### src/rtl/spi_xfer_seq_if.sv
// rtl/spi_xfer_seq_if.sv - host and byte-engine signal bundle for the SPI transaction sequencer
interface spi_xfer_seq_if #(
    parameter int DEPTH = 16,
    parameter int LEN_W = 8
);
    localparam int CW = $clog2(DEPTH) + 1;

    logic             buf_wr_en;
    logic [7:0]       buf_wr_data;
    logic [CW-1:0]    buf_cnt;
    logic             buf_full;
    logic             cmd_start;
    logic [LEN_W-1:0] wr_len;
    logic [LEN_W-1:0] rd_len;
    logic             busy;
    logic             done;
    logic             err;
    logic [7:0]       rd_data;
    logic             rd_valid;
    logic             spi_start;
    logic             spi_end;
    logic [7:0]       data_send;
    logic             send_done;
    logic             rec_done;
    logic [7:0]       data_rec;
    logic             spi_cs;

    modport master (
        output buf_wr_en, buf_wr_data, cmd_start, wr_len, rd_len,
        output send_done, rec_done, data_rec, spi_cs,
        input  buf_cnt, buf_full, busy, done, err, rd_data, rd_valid,
        input  spi_start, spi_end, data_send
    );

    modport slave (
        input  buf_wr_en, buf_wr_data, cmd_start, wr_len, rd_len,
        input  send_done, rec_done, data_rec, spi_cs,
        output buf_cnt, buf_full, busy, done, err, rd_data, rd_valid,
        output spi_start, spi_end, data_send
    );
endinterface

### src/rtl/spi_xfer_seq.sv
// rtl/spi_xfer_seq.sv - CS-framed write-then-read transaction sequencer over the SPI byte engine
module spi_xfer_seq #(
    parameter int         DEPTH      = 16,
    parameter int         LEN_W      = 8,
    parameter logic [7:0] DUMMY_BYTE = 8'hFF
) (
    input  logic         sys_clk,
    input  logic         sys_rst_n,
    spi_xfer_seq_if.slave bus
);
    localparam int AW   = $clog2(DEPTH);
    localparam int CW   = AW + 1;
    localparam int TW   = LEN_W + 1;
    localparam int CMPW = (TW > CW) ? TW : CW;

    typedef enum logic [2:0] {IDLE, LAUNCH, XFER, WAIT_CS, FIN} state_t;
    state_t state_q, state_d;

    logic [7:0]      mem [DEPTH];
    logic [CW-1:0]   cnt_q;
    logic [TW-1:0]   total_q, wr_len_q, tx_idx, rx_idx;
    logic [TW-1:0]   tx_next, cmd_total;
    logic [CMPW-1:0] wr_ext, cnt_ext;
    logic [7:0]      data_send_q, rd_data_q;
    logic            rd_valid_q, spi_start_q, spi_end_q, err_q;
    logic            cmd_ok, cmd_go, cmd_bad, buf_push, buf_full_w, last_rec;

    assign cmd_total  = TW'(bus.wr_len) + TW'(bus.rd_len);
    assign wr_ext     = CMPW'(bus.wr_len);
    assign cnt_ext    = CMPW'(cnt_q);
    assign cmd_ok     = (cmd_total != '0) && (wr_ext <= cnt_ext);
    assign cmd_go     = (state_q == IDLE) && bus.cmd_start && cmd_ok;
    assign cmd_bad    = (state_q == IDLE) && bus.cmd_start && !cmd_ok;
    assign buf_full_w = (cnt_q == CW'(DEPTH));
    assign buf_push   = (state_q == IDLE) && bus.buf_wr_en && !buf_full_w;
    assign tx_next    = tx_idx + TW'(1);
    assign last_rec   = bus.rec_done && (rx_idx + TW'(1) == total_q);

    always_ff @(posedge sys_clk or negedge sys_rst_n) begin
        if (!sys_rst_n) state_q <= IDLE;
        else            state_q <= state_d;
    end

    always_comb begin
        state_d = state_q;
        case (state_q)
            IDLE:    if (cmd_go) state_d = LAUNCH;
            LAUNCH:  state_d = XFER;
            XFER:    if (last_rec) state_d = WAIT_CS;
            WAIT_CS: if (bus.spi_cs) state_d = FIN;
            FIN:     state_d = IDLE;
            default: state_d = IDLE;
        endcase
    end

    // Buffer contents need no reset; only the fill count defines validity.
    always_ff @(posedge sys_clk) begin
        if (buf_push) mem[cnt_q[AW-1:0]] <= bus.buf_wr_data;
    end

    always_ff @(posedge sys_clk or negedge sys_rst_n) begin
        if (!sys_rst_n) begin
            cnt_q       <= '0;
            total_q     <= '0;
            wr_len_q    <= '0;
            tx_idx      <= '0;
            rx_idx      <= '0;
            data_send_q <= '0;
            rd_data_q   <= '0;
            rd_valid_q  <= 1'b0;
            spi_start_q <= 1'b0;
            spi_end_q   <= 1'b0;
            err_q       <= 1'b0;
        end else begin
            err_q       <= cmd_bad;
            spi_start_q <= 1'b0;
            spi_end_q   <= 1'b0;
            rd_valid_q  <= 1'b0;
            if (buf_push) cnt_q <= cnt_q + CW'(1);
            if (state_q == FIN) cnt_q <= '0;
            if (cmd_go) begin
                total_q  <= cmd_total;
                wr_len_q <= TW'(bus.wr_len);
                tx_idx   <= '0;
                rx_idx   <= '0;
            end
            if (state_q == LAUNCH) begin
                spi_start_q <= 1'b1;
                data_send_q <= (wr_len_q != '0) ? mem[0] : DUMMY_BYTE;
            end
            if (state_q == XFER) begin
                // The next byte is staged a cycle after send_done; the final send_done ends the frame instead.
                if (bus.send_done) begin
                    tx_idx <= tx_next;
                    if (tx_next < total_q)
                        data_send_q <= (tx_next < wr_len_q) ? mem[tx_next[AW-1:0]] : DUMMY_BYTE;
                    else
                        spi_end_q <= 1'b1;
                end
                if (bus.rec_done) begin
                    rx_idx <= rx_idx + TW'(1);
                    if (rx_idx >= wr_len_q) begin
                        rd_data_q  <= bus.data_rec;
                        rd_valid_q <= 1'b1;
                    end
                end
            end
        end
    end

    assign bus.buf_cnt   = cnt_q;
    assign bus.buf_full  = buf_full_w;
    assign bus.busy      = (state_q == LAUNCH) || (state_q == XFER) || (state_q == WAIT_CS);
    assign bus.done      = (state_q == FIN);
    assign bus.err       = err_q;
    assign bus.rd_data   = rd_data_q;
    assign bus.rd_valid  = rd_valid_q;
    assign bus.spi_start = spi_start_q;
    assign bus.spi_end   = spi_end_q;
    assign bus.data_send = data_send_q;
endmodule

### src/flat_wrapper.sv
// flat-port wrapper written by rule: the top's interface ports become plain ports
module spi_xfer_seq_flat 
#(
    parameter int         DEPTH      = 16,
    parameter int         LEN_W      = 8,
    parameter logic [7:0] DUMMY_BYTE = 8'hFF
)
  (sys_clk, sys_rst_n, bus_buf_wr_en, bus_buf_wr_data, bus_cmd_start, bus_wr_len, bus_rd_len, bus_send_done, bus_rec_done, bus_data_rec, bus_spi_cs, bus_buf_cnt, bus_buf_full, bus_busy, bus_done, bus_err, bus_rd_data, bus_rd_valid, bus_spi_start, bus_spi_end, bus_data_send);
  spi_xfer_seq_if #(.DEPTH(DEPTH), .LEN_W(LEN_W)) bus_i ();
  input  logic sys_clk;
  input  logic sys_rst_n;
  input wire logic [$bits(bus_i.buf_wr_en)-1:0] bus_buf_wr_en;
  input wire logic [$bits(bus_i.buf_wr_data)-1:0] bus_buf_wr_data;
  input wire logic [$bits(bus_i.cmd_start)-1:0] bus_cmd_start;
  input wire logic [$bits(bus_i.wr_len)-1:0] bus_wr_len;
  input wire logic [$bits(bus_i.rd_len)-1:0] bus_rd_len;
  input wire logic [$bits(bus_i.send_done)-1:0] bus_send_done;
  input wire logic [$bits(bus_i.rec_done)-1:0] bus_rec_done;
  input wire logic [$bits(bus_i.data_rec)-1:0] bus_data_rec;
  input wire logic [$bits(bus_i.spi_cs)-1:0] bus_spi_cs;
  output wire logic [$bits(bus_i.buf_cnt)-1:0] bus_buf_cnt;
  output wire logic [$bits(bus_i.buf_full)-1:0] bus_buf_full;
  output wire logic [$bits(bus_i.busy)-1:0] bus_busy;
  output wire logic [$bits(bus_i.done)-1:0] bus_done;
  output wire logic [$bits(bus_i.err)-1:0] bus_err;
  output wire logic [$bits(bus_i.rd_data)-1:0] bus_rd_data;
  output wire logic [$bits(bus_i.rd_valid)-1:0] bus_rd_valid;
  output wire logic [$bits(bus_i.spi_start)-1:0] bus_spi_start;
  output wire logic [$bits(bus_i.spi_end)-1:0] bus_spi_end;
  output wire logic [$bits(bus_i.data_send)-1:0] bus_data_send;
  assign bus_i.buf_wr_en = bus_buf_wr_en;
  assign bus_i.buf_wr_data = bus_buf_wr_data;
  assign bus_i.cmd_start = bus_cmd_start;
  assign bus_i.wr_len = bus_wr_len;
  assign bus_i.rd_len = bus_rd_len;
  assign bus_i.send_done = bus_send_done;
  assign bus_i.rec_done = bus_rec_done;
  assign bus_i.data_rec = bus_data_rec;
  assign bus_i.spi_cs = bus_spi_cs;
  assign bus_buf_cnt = bus_i.buf_cnt;
  assign bus_buf_full = bus_i.buf_full;
  assign bus_busy = bus_i.busy;
  assign bus_done = bus_i.done;
  assign bus_err = bus_i.err;
  assign bus_rd_data = bus_i.rd_data;
  assign bus_rd_valid = bus_i.rd_valid;
  assign bus_spi_start = bus_i.spi_start;
  assign bus_spi_end = bus_i.spi_end;
  assign bus_data_send = bus_i.data_send;
  spi_xfer_seq #(.DEPTH(DEPTH), .LEN_W(LEN_W), .DUMMY_BYTE(DUMMY_BYTE)) u_core (.sys_clk(sys_clk), .sys_rst_n(sys_rst_n), .bus(bus_i));
endmodule
### config.mk
export PLATFORM = sky130hd
export DESIGN_NAME = spi_xfer_seq_flat
export DESIGN_NICKNAME = d
export VERILOG_FILES = /design/src/rtl/spi_xfer_seq_if.sv /design/src/rtl/spi_xfer_seq.sv /design/src/flat_wrapper.sv
export SDC_FILE = /design/constraint.sdc
export NUM_CORES = 1
export LEC_CHECK = 0
export ABC_AREA = 1
export BUFFER_PORTS_ARGS = -buffer_cell sky130_fd_sc_hd__buf_2
export CAP_MARGIN = 10
export CORE_UTILIZATION = 55
export DETAILED_ROUTE_END_ITERATION = 8
export PLACE_DENSITY = 0.86
export SLEW_MARGIN = 20
export SYNTH_ARGS = -nofsm -noshare
export SYNTH_HDL_FRONTEND = slang
export SYNTH_SLANG_ARGS = --single-unit
### constraint.sdc
create_clock -name sys_clk -period 2.6 [get_ports sys_clk]
set_clock_uncertainty 0.05 [all_clocks]
set_input_delay 0.26 -clock sys_clk [delete_from_list [all_inputs] [get_ports sys_clk]]
set_output_delay 0.26 -clock sys_clk [all_outputs]
set_load 0.005 [all_outputs]
# Word-level counts from Yosys, hierarchy flattened
# Memories as Yosys holds them, arrays and structs flattened.
# Index checks and enable logic that the tools add are counted.
# classes
add_sub_neg	4
order_cmp	4
n_eq_ne	9
muxes	27
n_reduce_logical	17
# op_table
op	count
2-to-1 mux 9 bit	6
2-to-1 mux 8 bit	6
adder 9 x 1 -> 9 bit (second input constant)	2
nonzero test 9 bit	2
case mux 3 bit (4 select lines)	1
2-to-1 mux 5 bit	2
adder 8 x 8 -> 9 bit	1
equality test 9 bit	1
>= comparator 9 x 8 -> 1 bit	1
less-than comparator 9 x 8 -> 1 bit	1
less-than comparator 9 bit	1
2-to-1 mux 1 bit	9
2-to-1 mux 3 bit	3
<= comparator 8 x 5 -> 1 bit	1
logical AND 1 bit	7
equality test 3 x 2 -> 1 bit (second input constant)	2
AND reduction 3 bit	2
adder 5 x 1 -> 5 bit (second input constant)	1
equality test 5 bit (second input constant)	1
!= test 2 x 1 -> 1 bit (second input constant)	2
equality test 3 x 1 -> 1 bit (second input constant)	1
equality test 3 bit (second input constant)	1
logical NOT 3 bit	1
logical NOT 1 bit	2
3 further kinds	4
# totals
regBits	63
ram_bits	128
inputBits	39
output_inout_bits	28
wordCells	74
mem_count	1
# memory_table
memory	depth	width	read_ports	rd_ports_with_merged_regs	wr	line_no	rtl
u_core.mem	16	8	2	0	1	spi_xfer_seq.sv:19	logic [7:0] mem [DEPTH];

# Logic depth before layout (Yosys ltp)
# logic_depth
word_depth	7
mapped_depth	17
mapped_depth_nobuf	16

# Worst setup path after synthesis
# No wires, ideal clock.
# synth_path
path_type	register to register
start	register u_core.tx_idx[0]
end	register u_core.data_send_q[0] (netlist: u_core.bus.data_send[0])
arrival_time_ps	2395
t_required_ps	2431
setup_slack_ps	36
stages_incl_launch_ff	16
synth_period_minus_slack_ps	2564
cell_sequence	dfrtp_1 > ha_1 > nand2_1 > nor2_2 > nand3_1 > nor2_1 > nand2_1 > xor2_1 > ha_1 > nand2_1 > nor2_1 > nand3_1 > o2111ai_1 > nor2_1 > nand3_4 > o21a_1
# synth_via
elab_chain_len	6
elab_cells_between_ends	8
# synth_rtl
element	line_no	rtl
start: declaration	spi_xfer_seq.sv:21	logic [TW-1:0] total_q, wr_len_q, tx_idx, rx_idx;
start signal: assignment	spi_xfer_seq.sv:94	tx_idx <= tx_next;
adder 9 x 1 -> 9 bit *	spi_xfer_seq.sv:36	assign tx_next = tx_idx + TW'(1);
less-than comparator 9 x 8 -> 1 bit / memory read (16 x 8 bit) (equally long branches)	n/a	
2-to-1 mux 8 bit	spi_xfer_seq.sv:96	data_send_q <= (tx_next < wr_len_q) ? mem[tx_next[AW-1:0]] : DUMMY_BYTE;
2-to-1 mux 8 bit *	spi_xfer_seq.sv:95	if (tx_next < total_q)
2-to-1 mux 8 bit *	spi_xfer_seq.sv:93	if (bus.send_done) begin
2-to-1 mux 8 bit *	spi_xfer_seq.sv:91	if (state_q == XFER) begin
end signal: assignment	spi_xfer_seq.sv:89	data_send_q <= (wr_len_q != '0) ? mem[0] : DUMMY_BYTE;
end signal: assignment	spi_xfer_seq.sv:96	
end: declaration	spi_xfer_seq.sv:24	logic [7:0] data_send_q, rd_data_q;
# Mark *: on every way between the ends. The rest lies on a longest branch, timed or not.
# A chain may end at the register's enable or synchronous reset.

# Final worst setup path
# layout_path
start	register u_core.tx_idx[1]
end	register u_core.data_send_q[5] (netlist: u_core.bus.data_send[5])
# Same word-level chain as after synthesis.

==> out/metrics.csv <==
metric,value,unit
H-tree Lvls,4,
Post-Syn Area per Cell,10.2,um2
Post-synth EDFFs,128,
Top Ports,67,
outcome,"complete, but fails checks",
synth unique cells,48,
TritonCTS buffer count,17,
detailed placer's ending HPWL,14800,um
Starting Density,56.2,%
mux cell area share after synthesis,0.215,%
simple-gate share of the synthesized area,17.5,%
"most common cell after layout, fill and taps aside",nand2_1,
# fillers,1143,
Max-slew headroom,66.8,%
Crit Path Max Fanout,7,
clk sink count,191,
multi-input logic area,3580,um2
CP startpoint kind,flop,
CTS tree,done,
Fmax,0.381,GHz
endpoints failing setup,7,
number of inserted diodes,0,
core area,16600,um2
Reg area,5420,um2
final wirelength,23600,um
RSZ-0062 raised after global routing,yes,
Mapped Area,9320,um2
ys flop type,edfxtp_1,
die area,17500,um2
GP Congestion,0.865,
Yosys warnings,0,
Root Buffer,clkbuf_16,
peak supply drop,0.000836,V
num rows,47,
Die Wd,132,um
clock-pin transition on the worst setup and hold timing paths,0.07,ns
setup ws final,-0.0230,ns
Vias,7385,
Synth Register Bits,191,
largest net degree at the start of global routing,54,
worst skew pair latency,0.44,ns
Power Dens Cells,1120,nW/um2
compound-gate portion of the synthesized area,11.8,%
Worst EP arrival,2.91,ns
main combinational cell family by area after synthesis,simple AND/OR/NAND/NOR gates,
critical path class,reg -> reg,
critical path capture point type,flop,
XOR/XNOR share of the synthesized area,0.833,%
synthesized-area fraction occupied by adder cells,5.86,%
Clock Path Buffers,2,
die height,132,um
Final Non-Filler Cells,1255,
syn_nets,997,
Area Growth Syn to Fin,18.5,%
total track usage,27.0,%
period utilization,101,%
MaxCap Viol Count,0,
detailed-route DRC error count,0,
Period minus WS final,2.62,ns
Tot Pwr,12.3,mW
Cells after Synth,915,
GRT Residual Overflow,0,
nets,1104,
placed cell count,1212,
violated checks,negative setup slack,
"commonest non-fill, non-tap cells in the layout","140 x nand2_1, 128 x edfxtp_1, 105 x nor2_1",
DRT Pass-1 Iters,5,
antenna violations before repair,0,
Least-Margin Pin Slew,0.498,ns
routed vias/inst,5.88,
final instance area,11000,um2
Final Hold Vio Count,0,
Lkg Pwr,4.64,nW
post-synthesis sequential area ratio,58.2,%
Final ANT Viol Nets,0,
first-pass GRT wire length,35800,um
placed cell area,10100,um2
number of global-route vias before repair,7065,
Worst EP required,2.89,ns
drt first-iter violations,832,
layout cells sized above 1,21.2,%
Hold Crit Class,in -> reg,
post-DR wirelength/cell,18.8,um
Final Slew Violations,0,
"Async S/R FF share, synth",33.0,%
I/O Buffers,66,
-- logic make-up after synthesis --
logic type | Yosys count
AOI/OAI and AO/OA | 180
DFF | 191
adders and majority gates | 43
muxes | 2
buffers and inverters | 122
xor gates and xnor gates | 8
and+or+nand+nor | 369
-- through the flow --
step | worst slack [ns] | setup TNS [ns] | hold slack (ns) | utilization (%)
after floorplan | 0.0358 | 0 | -0.0856 | -
after global placement | 0.00271 | 0 | 0.102 | 60.9
after detailed placement | -0.103 | -0.677 | 0.111 | 60.9
after CTS | 0.00428 | 0 | 0.0180 | 65.4
after global routing | -0.159 | -0.985 | 0.0557 | 66.6
final | -0.0230 | -0.0907 | 0.0336 | 66.6
-- routing by layer --
metal / GRT usage (%) / vias up / share of wire [%]
met5: 0 / - / 0
met1: 33.2 / 3454 / 38
met2: 45.6 / 442 / 49
met4: 14.7 / 0 / 4.7
li1: - / 3395 / -
met3: 4.69 / 94 / 8.1
-- Yosys cell counts (all sizes together), types with 7 or more instances --
cell type  count  area (um2)
nand2        159         639
edfxtp       128        3840
nor2         114         450
o21ai         98         502
inv           91         342
nand3         75         398
dfrtp         63        1580
ha            42         526
a21oi         31         193
o221ai        29         254
clkbuf        17        63.8
buf           13         110
o22ai         10        62.6
nand4          7        43.8
o21a           7        52.6
xor2           7        68.8
-- cell type report --
class / count / area share, %
inverters: 92 / 3.13
flip-flops and latches: 191 / 49.1
repair buffers: 118 / 7.11
multi-input cells: 602 / 32.4
clock buffers: 17 / 3.85
clock inverters: 15 / 1.87
well taps: 220 / 2.49
-- worst paths after layout --
| check | slack (ns) | end | start | cells after the start |
|---|---|---|---|---|
| worst max-delay path | -0.02 | u_core.bus.data_send[5] | u_core.tx_idx[1] | 15 |
| worst min-delay path | 0.03 | u_core.state_q[0] | bus_spi_cs | 4 |
| worst max register to register | -0.02 | u_core.bus.data_send[5] | u_core.tx_idx[1] | 15 |
| worst min register to register | 0.42 | u_core.bus.rd_data[2] | u_core.bus.rd_data[2] | 2 |
| max in group asynchronous | 1.65 | u_core.bus.rd_data[7] | sys_rst_n | 3 |
| min in group asynchronous | 0.18 | u_core.bus.buf_cnt[4] | sys_rst_n | 2 |
-- power by group --
| part | total (mW) | leakage, nW | switching, mW | internal [mW] |
|---|---|---|---|---|
| Clock | 2.70 | 0.306 | 1.30 | 1.40 |
| Combinational | 5.50 | 2.41 | 3.53 | 1.97 |
| Sequential | 4.13 | 1.93 | 0.404 | 3.73 |
| Total | 12.3 | 4.64 | 5.23 | 7.10 |
-- flip-flops by register name, indices dropped and copies added, names as in the netlist --
register / cells
u_core.state_q: 3
u_core.bus.spi_end: 1
u_core.wr_len_q: 8
u_core.bus.spi_start: 1
u_core.bus.rd_valid: 1
u_core.total_q: 9
u_core.bus.err: 1
u_core.mem: 128
u_core.rx_idx: 9
u_core.bus.rd_data: 8
u_core.bus.buf_cnt: 5
u_core.bus.data_send: 8
u_core.tx_idx: 9
-- worst max-delay path, cell delays in order, from the launching register on --
cell	delay, ns
dfrtp_1	0.42
ha_4	0.16
nand2_2	0.06
nor2_4	0.15
nand3_2	0.10
buf_4	0.17
xor2_4	0.16
inv_2	0.06
ha_1	0.32
nand2_2	0.11
nor2_4	0.04
nand2_2	0.07
o2111ai_4	0.17
nor2_4	0.14
nand3_4	0.11
o21a_1	0.20
-- repair_timing --
item	4_1_cts	5_1_grt
setup endpoints to repair	7	8
gates resized for setup	4	37
pin swaps	3	15
hold buffers	9	0
endpoints found under the hold margin	17	0
buffers inserted	1	1
Power figures use the tool's default switching activity.
